`src/rtl/battle_pkg.sv`:
```
// Shared encodings and helpers for the battle turn controller.
// Latency: n/a (types, constants and pure functions only).
// Backpressure: n/a.
package battle_pkg;

  // Default strike window length and approach timeout, in core cycles.
  localparam int STRIKE_CYCLES_DEF    = 4;
  localparam int APPROACH_TIMEOUT_DEF = 200;

  // FSM state encoding; the numeric values are exposed on state_dbg.
  typedef enum logic [2:0] {
    ST_IDLE      = 3'd0,
    ST_SELECT    = 3'd1,
    ST_APPROACH  = 3'd2,
    ST_STRIKE    = 3'd3,
    ST_RESOLVE   = 3'd4,
    ST_GAME_OVER = 3'd5
  } state_t;

  // Weapon encoding shared with the damage engine.
  typedef enum logic [1:0] {
    WPN_FIST  = 2'b00,
    WPN_SWORD = 2'b01,
    WPN_BAT   = 2'b10,
    WPN_KICK  = 2'b11
  } weapon_t;

  // Enemy LFSR: seed and tap mask for taps 8,6,5,4 (bits 7,5,4,3).
  localparam logic [7:0] LFSR_SEED = 8'hA5;
  localparam logic [7:0] LFSR_TAPS = 8'b1011_1000;

  // Next player weapon in the rotation, skipping weapons with no ammo.
  // Fist and kick are always available, so the rotation never stalls.
  function automatic logic [1:0] next_player_weapon(input logic [1:0] cur,
                                                    input logic       sword_ok,
                                                    input logic       bat_ok);
    logic [1:0] nxt;
    nxt = cur + 2'd1;
    if (nxt == WPN_SWORD && !sword_ok) nxt = WPN_BAT;
    if (nxt == WPN_BAT   && !bat_ok)   nxt = WPN_KICK;
    return nxt;
  endfunction

  // Enemy weapon from the random draw; an empty weapon falls back to fist.
  function automatic logic [1:0] enemy_draw(input logic [1:0] raw,
                                            input logic       sword_ok,
                                            input logic       bat_ok);
    logic [1:0] pick;
    pick = raw;
    if (pick == WPN_SWORD && !sword_ok) pick = WPN_FIST;
    if (pick == WPN_BAT   && !bat_ok)   pick = WPN_FIST;
    return pick;
  endfunction

endpackage

```
`src/rtl/enemy_lfsr8.sv`:
```
// 8-bit Fibonacci LFSR used as the enemy's weapon dice; free-runs every cycle.
// Latency: value updates one cycle after each rising clock edge.
// Backpressure: none; it never stalls and has no handshake.
module enemy_lfsr8
  import battle_pkg::*;
(
  input  logic       clk,
  input  logic       rst,
  output logic [7:0] value
);

  logic [7:0] r_value;
  logic       w_feedback;

  assign w_feedback = ^(r_value & LFSR_TAPS);

  // Shift left each cycle, inserting the XOR of the tapped bits at bit 0.
  always_ff @(posedge clk) begin
    if (rst) begin
      r_value <= LFSR_SEED;
    end else begin
      r_value <= {r_value[6:0], w_feedback};
    end
  end

  assign value = r_value;

endmodule

```
`src/rtl/battle_turn_controller.sv`:
```
// Turn sequencer for a two-fighter battle: weapon select, approach, strike window, resolve.
// Latency: all outputs registered; strike opens the cycle after sprite_contact is seen.
// Backpressure: none; buttons are edge events and the engine is paced by collision_detected.
module battle_turn_controller
  import battle_pkg::*;
#(
  parameter int STRIKE_CYCLES    = STRIKE_CYCLES_DEF,
  parameter int APPROACH_TIMEOUT = APPROACH_TIMEOUT_DEF
) (
  input  logic       clk,
  input  logic       rst,
  input  logic       btn_select,
  input  logic       btn_confirm,
  input  logic       sprite_contact,
  input  logic       player_win,
  input  logic       enemy_win,
  input  logic [4:0] player_remained_sword,
  input  logic [4:0] player_remained_baseballbat,
  input  logic [4:0] enemy_remained_sword,
  input  logic [4:0] enemy_remained_baseballbat,
  output logic       collision_detected,
  output logic [1:0] player_choice,
  output logic [1:0] enemy_choice,
  output logic       player_turn,
  output logic       attacker_turn,
  output logic [7:0] turn_count,
  output logic       game_over,
  output logic [2:0] state_dbg
);

  localparam int SW = (STRIKE_CYCLES > 1) ? $clog2(STRIKE_CYCLES) : 1;
  localparam int TW = (APPROACH_TIMEOUT > 1) ? $clog2(APPROACH_TIMEOUT) : 1;
  localparam logic [SW-1:0] STRIKE_LAST = SW'(STRIKE_CYCLES - 1);
  localparam logic [TW-1:0] TIMEOUT_LAST = TW'(APPROACH_TIMEOUT - 1);

  // Registered state and outputs.
  state_t        r_state;
  logic          r_coll;
  logic [1:0]    r_player;
  logic [1:0]    r_enemy;
  logic          r_turn;
  logic [7:0]    r_turn_count;
  logic          r_game_over;
  logic [SW-1:0] r_strike_cnt;
  logic [TW-1:0] r_to_cnt;
  // Win reported by the engine at any time since the last resolve.
  logic          r_win_pend;
  // Previous button levels for rising-edge detection.
  logic          r_sel_prev;
  logic          r_conf_prev;

  logic [7:0]    w_lfsr;
  logic          w_lfsr_unused;
  logic          w_sel_edge;
  logic          w_conf_edge;
  logic          w_p_sword_ok;
  logic          w_p_bat_ok;
  logic          w_e_sword_ok;
  logic          w_e_bat_ok;
  logic          w_win_now;
  logic          w_win;

  enemy_lfsr8 u_enemy_lfsr8 (
    .clk   (clk),
    .rst   (rst),
    .value (w_lfsr)
  );

  // Only the low two bits pick the enemy weapon; the rest just feed the shift.
  assign w_lfsr_unused = ^w_lfsr[7:2];

  assign w_sel_edge   = btn_select  & ~r_sel_prev;
  assign w_conf_edge  = btn_confirm & ~r_conf_prev;
  assign w_p_sword_ok = |player_remained_sword;
  assign w_p_bat_ok   = |player_remained_baseballbat;
  assign w_e_sword_ok = |enemy_remained_sword;
  assign w_e_bat_ok   = |enemy_remained_baseballbat;
  assign w_win_now    = player_win | enemy_win;
  assign w_win        = r_win_pend | w_win_now;

  // Remember last button levels so a held button yields a single event.
  always_ff @(posedge clk) begin
    if (rst) begin
      r_sel_prev  <= 1'b0;
      r_conf_prev <= 1'b0;
    end else begin
      r_sel_prev  <= btn_select;
      r_conf_prev <= btn_confirm;
    end
  end

  // Main turn FSM with all outputs registered.
  always_ff @(posedge clk) begin
    if (rst) begin
      r_state      <= ST_IDLE;
      r_coll       <= 1'b0;
      r_player     <= WPN_FIST;
      r_enemy      <= WPN_FIST;
      r_turn       <= 1'b0;
      r_turn_count <= 8'd0;
      r_game_over  <= 1'b0;
      r_strike_cnt <= '0;
      r_to_cnt     <= '0;
      r_win_pend   <= 1'b0;
    end else begin
      // A win flag pulsed mid-turn is held until the next resolve.
      r_win_pend <= r_win_pend | w_win_now;
      case (r_state)
        ST_IDLE: begin
          // Stale flags from a previous game must not end the new one.
          r_win_pend <= 1'b0;
          if (w_conf_edge) begin
            r_turn  <= 1'b1;
            r_state <= ST_SELECT;
          end
        end
        ST_SELECT: begin
          // Confirm has priority; a coincident select is dropped.
          if (w_conf_edge) begin
            r_enemy  <= enemy_draw(w_lfsr[1:0], w_e_sword_ok, w_e_bat_ok);
            r_to_cnt <= '0;
            r_state  <= ST_APPROACH;
          end else if (w_sel_edge) begin
            r_player <= next_player_weapon(r_player, w_p_sword_ok, w_p_bat_ok);
          end
        end
        ST_APPROACH: begin
          // Contact wins over a timeout landing on the same cycle.
          if (sprite_contact) begin
            r_coll       <= 1'b1;
            r_strike_cnt <= '0;
            r_state      <= ST_STRIKE;
          end else if (r_to_cnt == TIMEOUT_LAST) begin
            r_state <= ST_RESOLVE;
          end else begin
            r_to_cnt <= r_to_cnt + TW'(1);
          end
        end
        ST_STRIKE: begin
          if (r_strike_cnt == STRIKE_LAST) begin
            r_coll  <= 1'b0;
            r_state <= ST_RESOLVE;
          end else begin
            r_strike_cnt <= r_strike_cnt + SW'(1);
          end
        end
        ST_RESOLVE: begin
          if (w_win) begin
            r_game_over <= 1'b1;
            r_state     <= ST_GAME_OVER;
          end else begin
            r_turn <= ~r_turn;
            if (r_turn_count != 8'hFF) begin
              r_turn_count <= r_turn_count + 8'd1;
            end
            r_state <= ST_SELECT;
          end
        end
        ST_GAME_OVER: begin
          if (w_conf_edge) begin
            r_game_over  <= 1'b0;
            r_turn_count <= 8'd0;
            r_player     <= WPN_FIST;
            r_enemy      <= WPN_FIST;
            r_win_pend   <= 1'b0;
            r_state      <= ST_IDLE;
          end
        end
        default: begin
          r_state <= ST_IDLE;
        end
      endcase
    end
  end

  assign collision_detected = r_coll;
  assign player_choice      = r_player;
  assign enemy_choice       = r_enemy;
  assign player_turn        = r_turn;
  assign attacker_turn      = r_turn;
  assign turn_count         = r_turn_count;
  assign game_over          = r_game_over;
  assign state_dbg          = r_state;

endmodule

```
`config.mk`:
```
export PLATFORM = sky130hd
export DESIGN_NAME = battle_turn_controller
export DESIGN_NICKNAME = d
export VERILOG_FILES = /design/src/rtl/battle_pkg.sv /design/src/rtl/enemy_lfsr8.sv /design/src/rtl/battle_turn_controller.sv
export SDC_FILE = /design/constraint.sdc
export NUM_CORES = 1
export LEC_CHECK = 0
export ABC_AREA = 1
export CAP_MARGIN = 0
export CORE_ASPECT_RATIO = 0.6
export CORE_UTILIZATION = 50
export DETAILED_ROUTE_END_ITERATION = 7
export GPL_TIMING_DRIVEN = 0
export PLACE_DENSITY = 0.78
export SYNTH_ARGS = -nofsm -noshare
export SYNTH_HDL_FRONTEND = slang
export SYNTH_SLANG_ARGS = --single-unit
```
`constraint.sdc`:
```
create_clock -name clk -period 1.8 [get_ports clk]
set_input_delay 0.54 -clock clk [delete_from_list [all_inputs] [get_ports clk]]
set_output_delay 0.54 -clock clk [all_outputs]
set_load 0.05 [all_outputs]
```
==> run_results.csv, run 1 <==
group,metric,value,unit
power_and_ir_drop,power_density,1279,nW/µm²
setup_path,crit_required,1.26,ns
detailed_routing,detail-route-antenna-nets,0,
grt,grt_max_degree,13,
timing,hold_violations,0,
detailed_routing,dr.pass1.iters,5,
clock_tree,clockBufferDepth,2,
logic_synthesis,synth-seq-area-share,0.3533,
timing,holdWs,0.4125,ns
timing,fin_skew,0.008414,ns
floorplan,num_rows,18,
floorplan,io_pins,46,
floorplan,dieHeight,53.50,µm
grt,grt_pass1_vias,1853,
job,maxCapViolCount,0,
timing,post-route-period-util,0.9798,
floorplan,core_area,4167,µm²
setup_path,critPathSlowestCell,"dlygate4sd2_1",
setup_path,critPathArrivalTime,1.22,ns
floorplan,die-area,4698,µm²
timing,slew_viol_final,0,
clock_tree,clock-sinks,39,
setup_path,reg2regPathDepth,9,
grt,antenna_found_initial,0,
setup_path,crit_family,"buffers and inverters",
finish,area_growth,27.12,%
hold_path,min_path_cells,1,
logic_synthesis,synthesis.area,2210,µm²
timing,relSlewSlack,0.6747,
setup_path,worst_setup_path_end_kind,"output pin",
logic_synthesis,syn_area_per_cell,6.841,µm²
power_and_ir_drop,vdd_drop_max,0.6472,mV
floorplan,start_util,0.5303,
floorplan,die_w,87.82,µm
grt,grt_use_total,0.2335,
clock_tree,cts_hold_buf,0,
power_and_ir_drop,finalPower,3.593,mW
power_and_ir_drop,p_leak,1.205,nW
finish,fillers,392,
place,port_buffers,45,
setup_path,worstReg2RegEnd,"turn_count[4]$_SDFFE_PP0P_",
grt,grt_pass1_wl,8142,µm
timing,setup_tns,0,ns
finish,fin_area,2809,µm²
logic_synthesis,yosysTopAreaCell,"dfxtp_1",
outcome,outcome,"complete, no violations",
detailed_routing,first_iter_violations,104,
setup_path,path_buf_inv,1,
clock_tree,tritoncts,"yes",
logic_synthesis,synth_cell_types,34,
setup_path,critPathMaxStageDelay,0.54,ns
clock_tree,numCtsBuffers,5,
timing,worst_pin_slew,0.4899,ns
logic_synthesis,synth_warnings,0,
hold_path,min_path_type,"flip-flop to flip-flop",
finish,final_util,0.6742,
clock_tree,cts-root-buf,"clkbuf_8",
detailed_routing,drt_wl_total,5002,µm
setup_path,cp_cell_sequence,"dlygate4sd2_1",
timing,finalSetupViolations,0,
finish,nNetsFinal,406,
place,dpl_cell_area,2735,µm²
clock_tree,path_clk_slew,0.08,ns
setup_path,path_max_fanout,4,
setup_path,start_kind,"flip-flop",
setup_path,path_class,"flip-flop to output pin",
grt,grt_overflow,0,
place,hpwl,3898,µm
finish,layout-drive-gt1-share,0.1782,
logic_synthesis,synth_cells,323,
timing,rsz0062_at_grt,"no",
finish,diodes,0,
logic_synthesis,synth_nets,354,
timing,fmax,0.5670,GHz
place,place_congestion,0.8589,
setup_path,timing.rr.start,"turn_count[1]$_SDFFE_PP0P_",
logic_synthesis,synth_area_leaders,"dfxtp_1, nand2_1, nor2_1",
setup_path,regToRegSetupSlack,0.29,ns
detailed_routing,via_per_inst,4.890,
finish,multi_input_area,1252,µm²
clock_tree,clkLatencyLatePin,0.29,ns
detailed_routing,vias,2132,
logic_synthesis,yosys.area.top_type_share,0.3533,
clock_tree,htree_levels,2,
hold_path,hold_end,"u_enemy_lfsr8.value[7]$_SDFF_PP1_",
finish,seqCellArea,783.3,µm²
timing,fin_crit,1.764,ns
detailed_routing,drc,0,
detailed_routing,post_drt_wl_per_cell,11.47,µm
hold_path,min-delay-start,"u_enemy_lfsr8.value[6]$_SDFF_PP0_",
logic_synthesis,ys_seq_elements,39,
-- layout by cell type (no fill, tap or decap), types with 4 or more instances in the layout --
cell             count
inv_1               31
nand2_2             14
nor2_1              55
inv_2                6
nand2_4              6
nand3_1             18
dlygate4sd2_1        9
dfxtp_1             37
clkdlybuf4s50_1     26
clkbuf_8             5
a21oi_2              7
clkdlybuf4s15_2      5
ha_1                 4
a21oi_1             16
nand4_1              8
o21ai_0             11
nand2_1             76
-- state kept, by name, indices dropped and copies added (netlist names) --
register and cells:
u_enemy_lfsr8.value 8, collision_detected 1, turn_count 8, r_to_cnt 8, player_choice 2, state_dbg 3
r_sel_prev 1, r_strike_cnt 2, attacker_turn 1, r_win_pend 1, game_over 1, enemy_choice 2
r_conf_prev 1
-- repair_timing --
item / in CTS / in global routing
buffers inserted: 0 / 0
endpoints found under the setup margin: 32 / 10
hold endpoints to repair: 0 / 0
resized for setup: 34 / 7
-- power by group --
group	internal [mW]	switching (mW)
Combinational	0.583	1.27
Clock	0.265	0.318
Sequential	1.00	0.158
-- synthesized netlist by cell type --
cell and number:
nand3_4 1, nand4_1 8, nor2_2 2, nor2_8 1, inv_2 5, ha_1 4, nand2_1 76, a21oi_2 7
nor3b_1 1, or2_2 3, inv_4 1, inv_1 32, a31oi_1 1, nand3_1 18, dfxtp_1 39, clkinv_1 1
nand2_8 1, buf_4 1, nand2_4 6, clkinv_4 1, nand2_2 14, nor4_1 3, xnor2_1 1, nor2_4 3
nand3b_1 2, xor2_1 1, nor2_1 55, clkbuf_1 2, nor3_1 3, o21ai_0 11, o21bai_2 1, o21ai_1 1
buf_1 1, a21oi_1 16
-- final cells by class --
| class | count | area share |
|---|---|---|
| plain buffers | 4 | 0.007572 |
| clock buffers | 5 | 0.02450 |
| clock inverters | 3 | 0.005345 |
| inverters | 40 | 0.05612 |
| multi-input cells | 240 | 0.4459 |
| flip-flops and latches | 39 | 0.2788 |
| well taps | 60 | 0.02673 |
| repair buffers | 45 | 0.1550 |
-- per-layer routing --
layer  track usage  share of wire  vias to the layer above
li1              -              -                     1135
met1        0.3267           0.53                      949
met2        0.3411           0.41                       44
met3       0.06552          0.049                        4
met4       0.07923         0.0062                        0
met5             0              0                        -
-- kinds of logic after synthesis --
logic type	after synthesis	synth area share
AOI/OAI and AO/OA	37	0.09909
buffers and inverters	44	0.07985
DFF	39	0.3533
adders and majority gates	4	0.02265
xor gates and xnor gates	2	0.007929
and+or+nand+nor	197	0.4371
-- through the flow --
step	worst slack, ns	std cells
global route	0.005394	436
detailed placement	-0.3731	428
finish	0.03635	436
CTS	0.009648	436
floorplan	0.06047	323
global placement	-0.3971	428
-- worst max path at each step --
stage / cells past startpoint / slack [ns] / endpoint / start
floorplan: 9 / 0.06 / turn_count[0]$_SDFFE_PP0P_ / turn_count[1]$_SDFFE_PP0P_
global placement: 4 / -0.40 / u_enemy_lfsr8.value[4]$_SDFF_PP0_ / rst
detailed placement: 4 / -0.37 / u_enemy_lfsr8.value[4]$_SDFF_PP0_ / rst
CTS: 1 / 0.01 / turn_count[3] / turn_count[3]$_SDFFE_PP0P_
global route: 1 / 0.005 / turn_count[0] / turn_count[0]$_SDFFE_PP0P_
finish: 1 / 0.04 / turn_count[7] / turn_count[7]$_SDFFE_PP0P_
Power figures use the tool's default switching activity.
==> run 2, diff against run 1 <==
--- a/config.mk
+++ b/config.mk
@@ -12,6 +12,7 @@
 export DETAILED_ROUTE_END_ITERATION = 7
 export GPL_TIMING_DRIVEN = 0
 export PLACE_DENSITY = 0.78
+export SETUP_SLACK_MARGIN = 0.1
 export SYNTH_ARGS = -nofsm -noshare
 export SYNTH_HDL_FRONTEND = slang
 export SYNTH_SLANG_ARGS = --single-unit
==> run 2 against run 1 <==
Compared with the run above:
- clock skew is 0.00072 ns higher
- cell area grew 2.2%
- highest routed layer unchanged
- combinational power grew 6%
- first-iteration DRC count increased by 28%
- sequential power is essentially flat
- power rose by 8.3%
==> run_results.csv, run 2 (same netlist as run 1, synthesis figures left out) <==
group,metric,value,unit
timing,fin_crit,1.633,ns
timing,fmax,0.6123,GHz
power_and_ir_drop,p_int,2.074,mW
timing,slew_viol_final,0,
power_and_ir_drop,power_density,1355,nW/µm²
setup_path,cp_cell_sequence,"clkdlybuf4s15_2",
setup_path,critPathSlowestCell,"dfxtp_1",
finish,mostFrequentLayoutCells,"nand2_1, nor2_1, dfxtp_1",
outcome,outcome,"complete, no violations",
grt,grt_overflow,0,
finish,fillers,367,
floorplan,io_pins,46,
grt,antenna_found_initial,0,
detailed_routing,vias,2155,
clock_tree,tritoncts,"yes",
place,port_buffers,45,
clock_tree,clockBufferDepth,2,
setup_path,path_max_fanout,5,
clock_tree,clock-sinks,39,
hold_path,min-delay-start,"u_enemy_lfsr8.value[2]$_SDFF_PP1_",
floorplan,die_w,87.82,µm
place,pre_cts_ws,-0.3819,ns
setup_path,path_class,"flip-flop to output pin",
timing,relSlewSlack,0.7908,
floorplan,start_util,0.5303,
timing,post-route-period-util,0.9073,
hold_path,min_path_type,"flip-flop to flip-flop",
hold_path,min_path_cells,2,
grt,grt_pass1_vias,1857,
detailed_routing,detail-route-antenna-nets,0,
floorplan,die-area,4698,µm²
finish,final_common_cell,"nand2_1",
hold_path,hold_end,"u_enemy_lfsr8.value[3]$_SDFF_PP0_",
timing,hold_violations,0,
setup_path,crit_family,"flip-flops",
setup_path,timing.rr.start,"r_to_cnt[0]$_SDFFE_PP0P_",
power_and_ir_drop,finalPower,3.890,mW
clock_tree,cts-root-buf,"clkbuf_8",
timing,layout_setup_ws,0.1669,ns
grt,grt_use_total,0.2412,
timing,worst_pin_slew,0.3110,ns
detailed_routing,dr.pass1.iters,4,
detailed_routing,drc,0,
floorplan,core_area,4167,µm²
finish,final_util,0.6892,
setup_path,critPathArrivalTime,1.09,ns
timing,finalSetupViolations,0,
clock_tree,path_clk_slew,0.08,ns
finish,layout-drive-gt1-share,0.2296,
grt,grt_pass1_wl,8245,µm
timing,fin_skew,0.009130,ns
timing,setup_tns,0,ns
finish,layout.cells.non_filler,439,
place,place_congestion,0.8437,
setup_path,start_kind,"flip-flop",
power_and_ir_drop,clockPowerShare,0.195,
detailed_routing,via_per_inst,4.909,
finish,area_growth,29.95,%
power_and_ir_drop,p_leak,1.224,nW
job,maxCapViolCount,0,
setup_path,worst_setup_path_end_kind,"output pin",
floorplan,dieHeight,53.50,µm
power_and_ir_drop,share_comb_of_total_power,0.506,
finish,diodes,0,
clock_tree,htree_levels,2,
power_and_ir_drop,p_sw_frac,0.4668,
power_and_ir_drop,p_sw,1.816,mW
timing,rsz0062_at_grt,"yes",
floorplan,num_rows,18,
setup_path,regToRegSetupSlack,0.24,ns
detailed_routing,first_iter_violations,133,
place,placed_cells,428,
setup_path,reg2regPathDepth,10,
setup_path,path_buf_inv,1,
grt,grt_max_degree,13,
place,hpwl,3797,µm
setup_path,critPathMaxStageDelay,0.40,ns
detailed_routing,post_drt_wl_per_cell,11.64,µm
setup_path,crit_required,1.26,ns
finish,nNetsFinal,409,
clock_tree,clkLatencyLatePin,0.30,ns
power_and_ir_drop,sequentialPowerShare,0.300,
power_and_ir_drop,vdd_drop_max,0.7388,mV
setup_path,worstReg2RegEnd,"r_to_cnt[1]$_SDFFE_PP0P_",
clock_tree,numCtsBuffers,5,
detailed_routing,drt_wl_total,5111,µm
## run 2: cell count changes in the layout (fill, tap and decap cells not counted), sizes merged
cell           before  now
clkinv              5    3
buf                 2   11
bufinv              0    1
clkbuf              9   13
dlygate4sd2         9    0
clkdlybuf4s50      26   25
dlymetal6s2s        0    1
## run 2: metal layers
metal	wire length (µm)	vias to the layer above	GRT usage
met5	0	-	0
met4	49	0	0.1038
met3	384	5	0.05460
met2	2076	69	0.3411
met1	2601	948	0.3459
li1	-	1133	-
## run 2: layout make-up
class / count / area [µm²] / share of cell area
multi-input cells: 240 / 1280 / 0.4458
clock inverters: 2 / 35.03 / 0.01220
plain buffers: 4 / 22.52 / 0.007843
inverters: 40 / 160.2 / 0.05577
well taps: 60 / 75.07 / 0.02614
flip-flops and latches: 39 / 785.8 / 0.2736
repair buffers: 48 / 430.4 / 0.1499
clock buffers: 6 / 82.58 / 0.02876
## run 2: per-stage QoR
step                instance area (µm²)  hold WS, ns
finish                             2872       0.4284
global placement                   2738       0.3961
detailed placement                 2738       0.4024
global route                       2872       0.4405
CTS                                2864       0.4325
floorplan                          2212       0.3883
## run 2: worst register-to-register path: stages, from the launching register on
cell,delay (ns)
dfxtp_1,0.38
ha_1,0.24
nand2_1,0.10
nor2_1,0.12
nand2_1,0.09
nand2_2,0.12
nand2_4,0.09
nand2_8,0.13
nand2_2,0.05
o21ai_1,0.08
nor2_1,0.05
## run 2: worst max path at each step
stage               slack [ns]  depth (start not counted)                           endpoint                  startpoint
floorplan                 0.12                          9           r_to_cnt[0]$_SDFFE_PP0P_   state_dbg[2]$_SDFFE_PP0P_
global route              0.06                         10         turn_count[6]$_SDFFE_PP0P_                   enemy_win
detailed placement       -0.38                          4             r_conf_prev$_SDFF_PP0_                         rst
CTS                       0.10                          1                       state_dbg[2]   state_dbg[2]$_SDFFE_PP0P_
finish                    0.17                          1                      turn_count[5]  turn_count[5]$_SDFFE_PP0P_
global placement         -0.39                          4  u_enemy_lfsr8.value[4]$_SDFF_PP0_                         rst
## run 2: timing repair
action / 4_1_cts / 5_1_grt
endpoints found under the setup margin: 41 / 31
gates resized for setup: 64 / 20
setup buffers: 0 / 3
hold buffers: 0 / 0
pin swaps: 1 / 4
## run 2: power by group through the flow
stage | registers, mW | clock network (mW) | logic [mW]
after floorplan | 1.43 | 0 | 1.15
after global placement | 1.17 | 0 | 1.86
after detailed placement | 1.18 | 0 | 1.90
after CTS | 1.16 | 0.773 | 1.89
after global routing | 1.18 | 0.805 | 2.14
final | 1.17 | 0.757 | 1.97
==> run 3, diff against run 2 <==
--- a/config.mk
+++ b/config.mk
@@ -5,13 +5,12 @@
 export SDC_FILE = /design/constraint.sdc
 export NUM_CORES = 1
 export LEC_CHECK = 0
-export ABC_AREA = 1
 export CAP_MARGIN = 0
 export CORE_ASPECT_RATIO = 0.6
 export CORE_UTILIZATION = 50
 export DETAILED_ROUTE_END_ITERATION = 7
 export GPL_TIMING_DRIVEN = 0
-export PLACE_DENSITY = 0.78
+export PLACE_DENSITY = 0.81
 export SETUP_SLACK_MARGIN = 0.1
 export SYNTH_ARGS = -nofsm -noshare
 export SYNTH_HDL_FRONTEND = slang
==> constraint.sdc (replaced) <==
create_clock -name clk -period 2 [get_ports clk]
set_input_delay 0.6 -clock clk [delete_from_list [all_inputs] [get_ports clk]]
set_output_delay 0.6 -clock clk [all_outputs]
set_load 0.05 [all_outputs]
==> run 3 against run 2 <==
Compared with the run above:
- global-route usage grew 0.74 points
- synthesized cell count shrank 30%
- power shrank 52%
- via count shrank 15%
- die area shrank 14%
- hold slack lost 0.022 ns
- routed wire length shrank 11%
- critical path depth is the same
- largest cell class unchanged
- worst setup slack lost 0.0079 ns
- clock-buffer cell count is the same
- sequential share of layout area grew 3.3 points
- non-clock buffer count grew 5
==> run_results.csv, run 3 <==
group,metric,value,unit
outcome,outcome,"complete, no violations",
finish,multi_input_area,1107,µm²
power_and_ir_drop,p_sw_frac,0.2741,
grt,grt_pass1_vias,1661,
place,place_congestion,0.8689,
finish,final_common_cell,"dfxtp_1",
floorplan,die_w,81.57,µm
place,hpwl,3313,µm
finish,area_growth,34.26,%
clock_tree,clockBufferDepth,2,
power_and_ir_drop,power_density,736.7,nW/µm²
detailed_routing,via_per_inst,5.665,
finish,fin_area,2550,µm²
logic_synthesis,synth_cells,225,
setup_path,critPathArrivalTime,1.24,ns
timing,fin_crit,1.841,ns
place,port_buffers,45,
logic_synthesis,synth_edf_count,0,
setup_path,critPathMaxStageDelay,0.55,ns
finish,diodes,0,
floorplan,core_area,3443,µm²
setup_path,timing.rr.start,"state_dbg[2]$_SDFFE_PP0P_",
detailed_routing,dr.pass1.iters,4,
finish,final_util,0.7406,
clock_tree,cts-root-buf,"clkbuf_8",
grt,grt_overflow,0,
setup_path,regToRegSetupSlack,0.27,ns
setup_path,worst_setup_path_end_kind,"output pin",
power_and_ir_drop,p_leak,0.9906,nW
grt,antenna_found_initial,0,
timing,worst_pin_slew,0.5575,ns
timing,relSlewSlack,0.6284,
finish,layout.cells.non_filler,325,
clock_tree,numCtsBuffers,5,
detailed_routing,first_iter_violations,155,
logic_synthesis,ys_top_cells_by_count,"dfxtp_1, nor2_1, nand2_1",
logic_synthesis,async_flop_share,0,
logic_synthesis,ys_seq_elements,39,
floorplan,start_util,0.5516,
logic_synthesis,synth_warnings,0,
detailed_routing,drc,0,
power_and_ir_drop,p_int,1.364,mW
detailed_routing,vias,1841,
hold_path,hold_end,"u_enemy_lfsr8.value[7]$_SDFF_PP1_",
logic_synthesis,synth-seq-area-share,0.4111,
power_and_ir_drop,clockPowerShare,0.361,
setup_path,path_buf_inv,1,
detailed_routing,post_drt_wl_per_cell,14.05,µm
grt,grt_use_total,0.2485,
floorplan,io_pins,46,
floorplan,die-area,4057,µm²
grt,grt_max_degree,13,
timing,hold_violations,0,
setup_path,path_max_fanout,6,
timing,fmax,0.5432,GHz
setup_path,crit_required,1.40,ns
hold_path,min-delay-start,"u_enemy_lfsr8.value[6]$_SDFF_PP0_",
timing,finalSetupViolations,0,
timing,post-route-period-util,0.9205,
finish,layout-drive-gt1-share,0.1214,
floorplan,dieHeight,49.74,µm
clock_tree,path_clk_slew,0.08,ns
logic_synthesis,synth_cell_types,46,
place,dpl_cell_area,2406,µm²
power_and_ir_drop,share_comb_of_total_power,0.186,
logic_synthesis,yosys.area.top_type_share,0.4111,
power_and_ir_drop,vdd_drop_max,0.5892,mV
finish,mostFrequentLayoutCells,"dfxtp_1, nor2_1, clkdlybuf4s50_1",
clock_tree,clock-sinks,39,
setup_path,path_class,"flip-flop to output pin",
logic_synthesis,synthesis.area,1899,µm²
finish,fillers,285,
setup_path,cp_cell_sequence,"dlygate4sd2_1",
place,pre_cts_ws,-0.6156,ns
logic_synthesis,synth_nets,256,
setup_path,reg2regPathDepth,5,
logic_synthesis,syn_area_per_cell,8.441,µm²
power_and_ir_drop,sequentialPowerShare,0.454,
floorplan,num_rows,16,
timing,fin_skew,0.004479,ns
setup_path,crit_family,"buffers and inverters",
setup_path,worstReg2RegEnd,"turn_count[5]$_SDFFE_PP0P_",
clock_tree,htree_levels,2,
grt,grt_pass1_wl,7672,µm
setup_path,critPathSlowestCell,"dlygate4sd2_1",
detailed_routing,drt_wl_total,4565,µm
detailed_routing,detail-route-antenna-nets,0,
clock_tree,clkLatencyLatePin,0.28,ns
hold_path,min_path_type,"flip-flop to flip-flop",
clock_tree,cts_hold_buf,0,
power_and_ir_drop,p_sw,515.0,µW
timing,rsz0062_at_grt,"no",
logic_synthesis,yosysTopAreaCell,"dfxtp_1",
power_and_ir_drop,finalPower,1.879,mW
timing,slew_viol_final,0,
finish,nNetsFinal,310,
setup_path,start_kind,"flip-flop",
place,placed_cells,315,
logic_synthesis,yosys_most_used_dff,"dfxtp_1",
timing,layout_setup_ws,0.1590,ns
logic_synthesis,synthMostInstantiatedCell,"dfxtp_1",
hold_path,min_path_cells,1,
clock_tree,tritoncts,"yes",
job,maxCapViolCount,0,
logic_synthesis,synth_area_leaders,"dfxtp_1, nor2_1, a21oi_1",
finish,seqCellArea,780.7,µm²
-- run 3: cell count changes in the layout (fill, tap and decap cells not counted), moves of 6 or more --
cell,before,now
nand2_1,76,15
nor2b_1,0,11
nor2_1,54,31
nand2_2,12,0
nand2_4,8,0
inv_1,30,5
nand3_1,18,8
clkdlybuf4s15_2,8,0
dlygate4sd2_1,0,13
inv_2,6,0
clkbuf_1,0,6
-- run 3: worst max path at each step --
stage                                     from                    endpoint  slack [ns]  cells after the start
global route        turn_count[2]$_SDFFE_PP0P_               turn_count[2]        0.11                      1
floorplan            state_dbg[0]$_SDFFE_PP0P_    r_to_cnt[6]$_SDFFE_PP0P_        0.15                      5
CTS                  state_dbg[0]$_SDFFE_PP0P_                state_dbg[0]        0.08                      1
finish              turn_count[3]$_SDFFE_PP0P_               turn_count[3]        0.16                      1
global placement                     enemy_win  turn_count[6]$_SDFFE_PP0P_       -0.59                      6
detailed placement                   enemy_win  turn_count[6]$_SDFFE_PP0P_       -0.62                      6
-- run 3: timing repair --
| action | 4_1_cts | 5_1_grt |
|---|---|---|
| buffers inserted | 2 | 0 |
| endpoints found under the setup margin | 38 | 24 |
| pin swaps | 2 | 4 |
| gates resized for setup | 32 | 16 |
| cloned | 0 | 0 |
-- run 3: per-stage QoR --
step / TNS [ns] / hold WS [ns]
CTS: 0 / 0.4117
floorplan: 0 / 0.3832
detailed placement: -8.239 / 0.3932
global placement: -7.297 / 0.3881
global route: 0 / 0.4428
finish: 0 / 0.4067
-- run 3: power groups by stage --
stage               Clock (mW)  Combinational, mW  Sequential [mW]
finish                   0.678              0.348            0.852
global route             0.723              0.377            0.858
CTS                      0.687              0.348            0.852
detailed placement           0              0.348            0.867
global placement             0              0.342            0.866
floorplan                    0              0.166            0.916
-- run 3: per-layer routing --
layer  wire, µm  share of wire  track usage
met5          0              0            0
met4         14         0.0031      0.05263
met3        362          0.079      0.06667
met2       1852           0.41       0.3611
met1       2335           0.51       0.3641
-- run 3: final cells by class --
| cell class | instances | share of cell area |
|---|---|---|
| timing repair buffer | 47 | 0.1663 |
| clock buffer | 6 | 0.03238 |
| inverter | 5 | 0.007360 |
| multi-input combinational | 171 | 0.4342 |
| clock inverter | 2 | 0.01374 |
| sequential | 39 | 0.3062 |
| tap | 45 | 0.02208 |
| buffer | 10 | 0.01766 |
-- run 3: kinds of logic after synthesis --
kind of cell,Yosys count,synth area share
mux,2,0.01186
simple gates,109,0.3090
compound gates,46,0.1627
flops,39,0.4111
fa+ha+maj,4,0.02635
xor+xnor,10,0.04611
buf+inv,15,0.03294
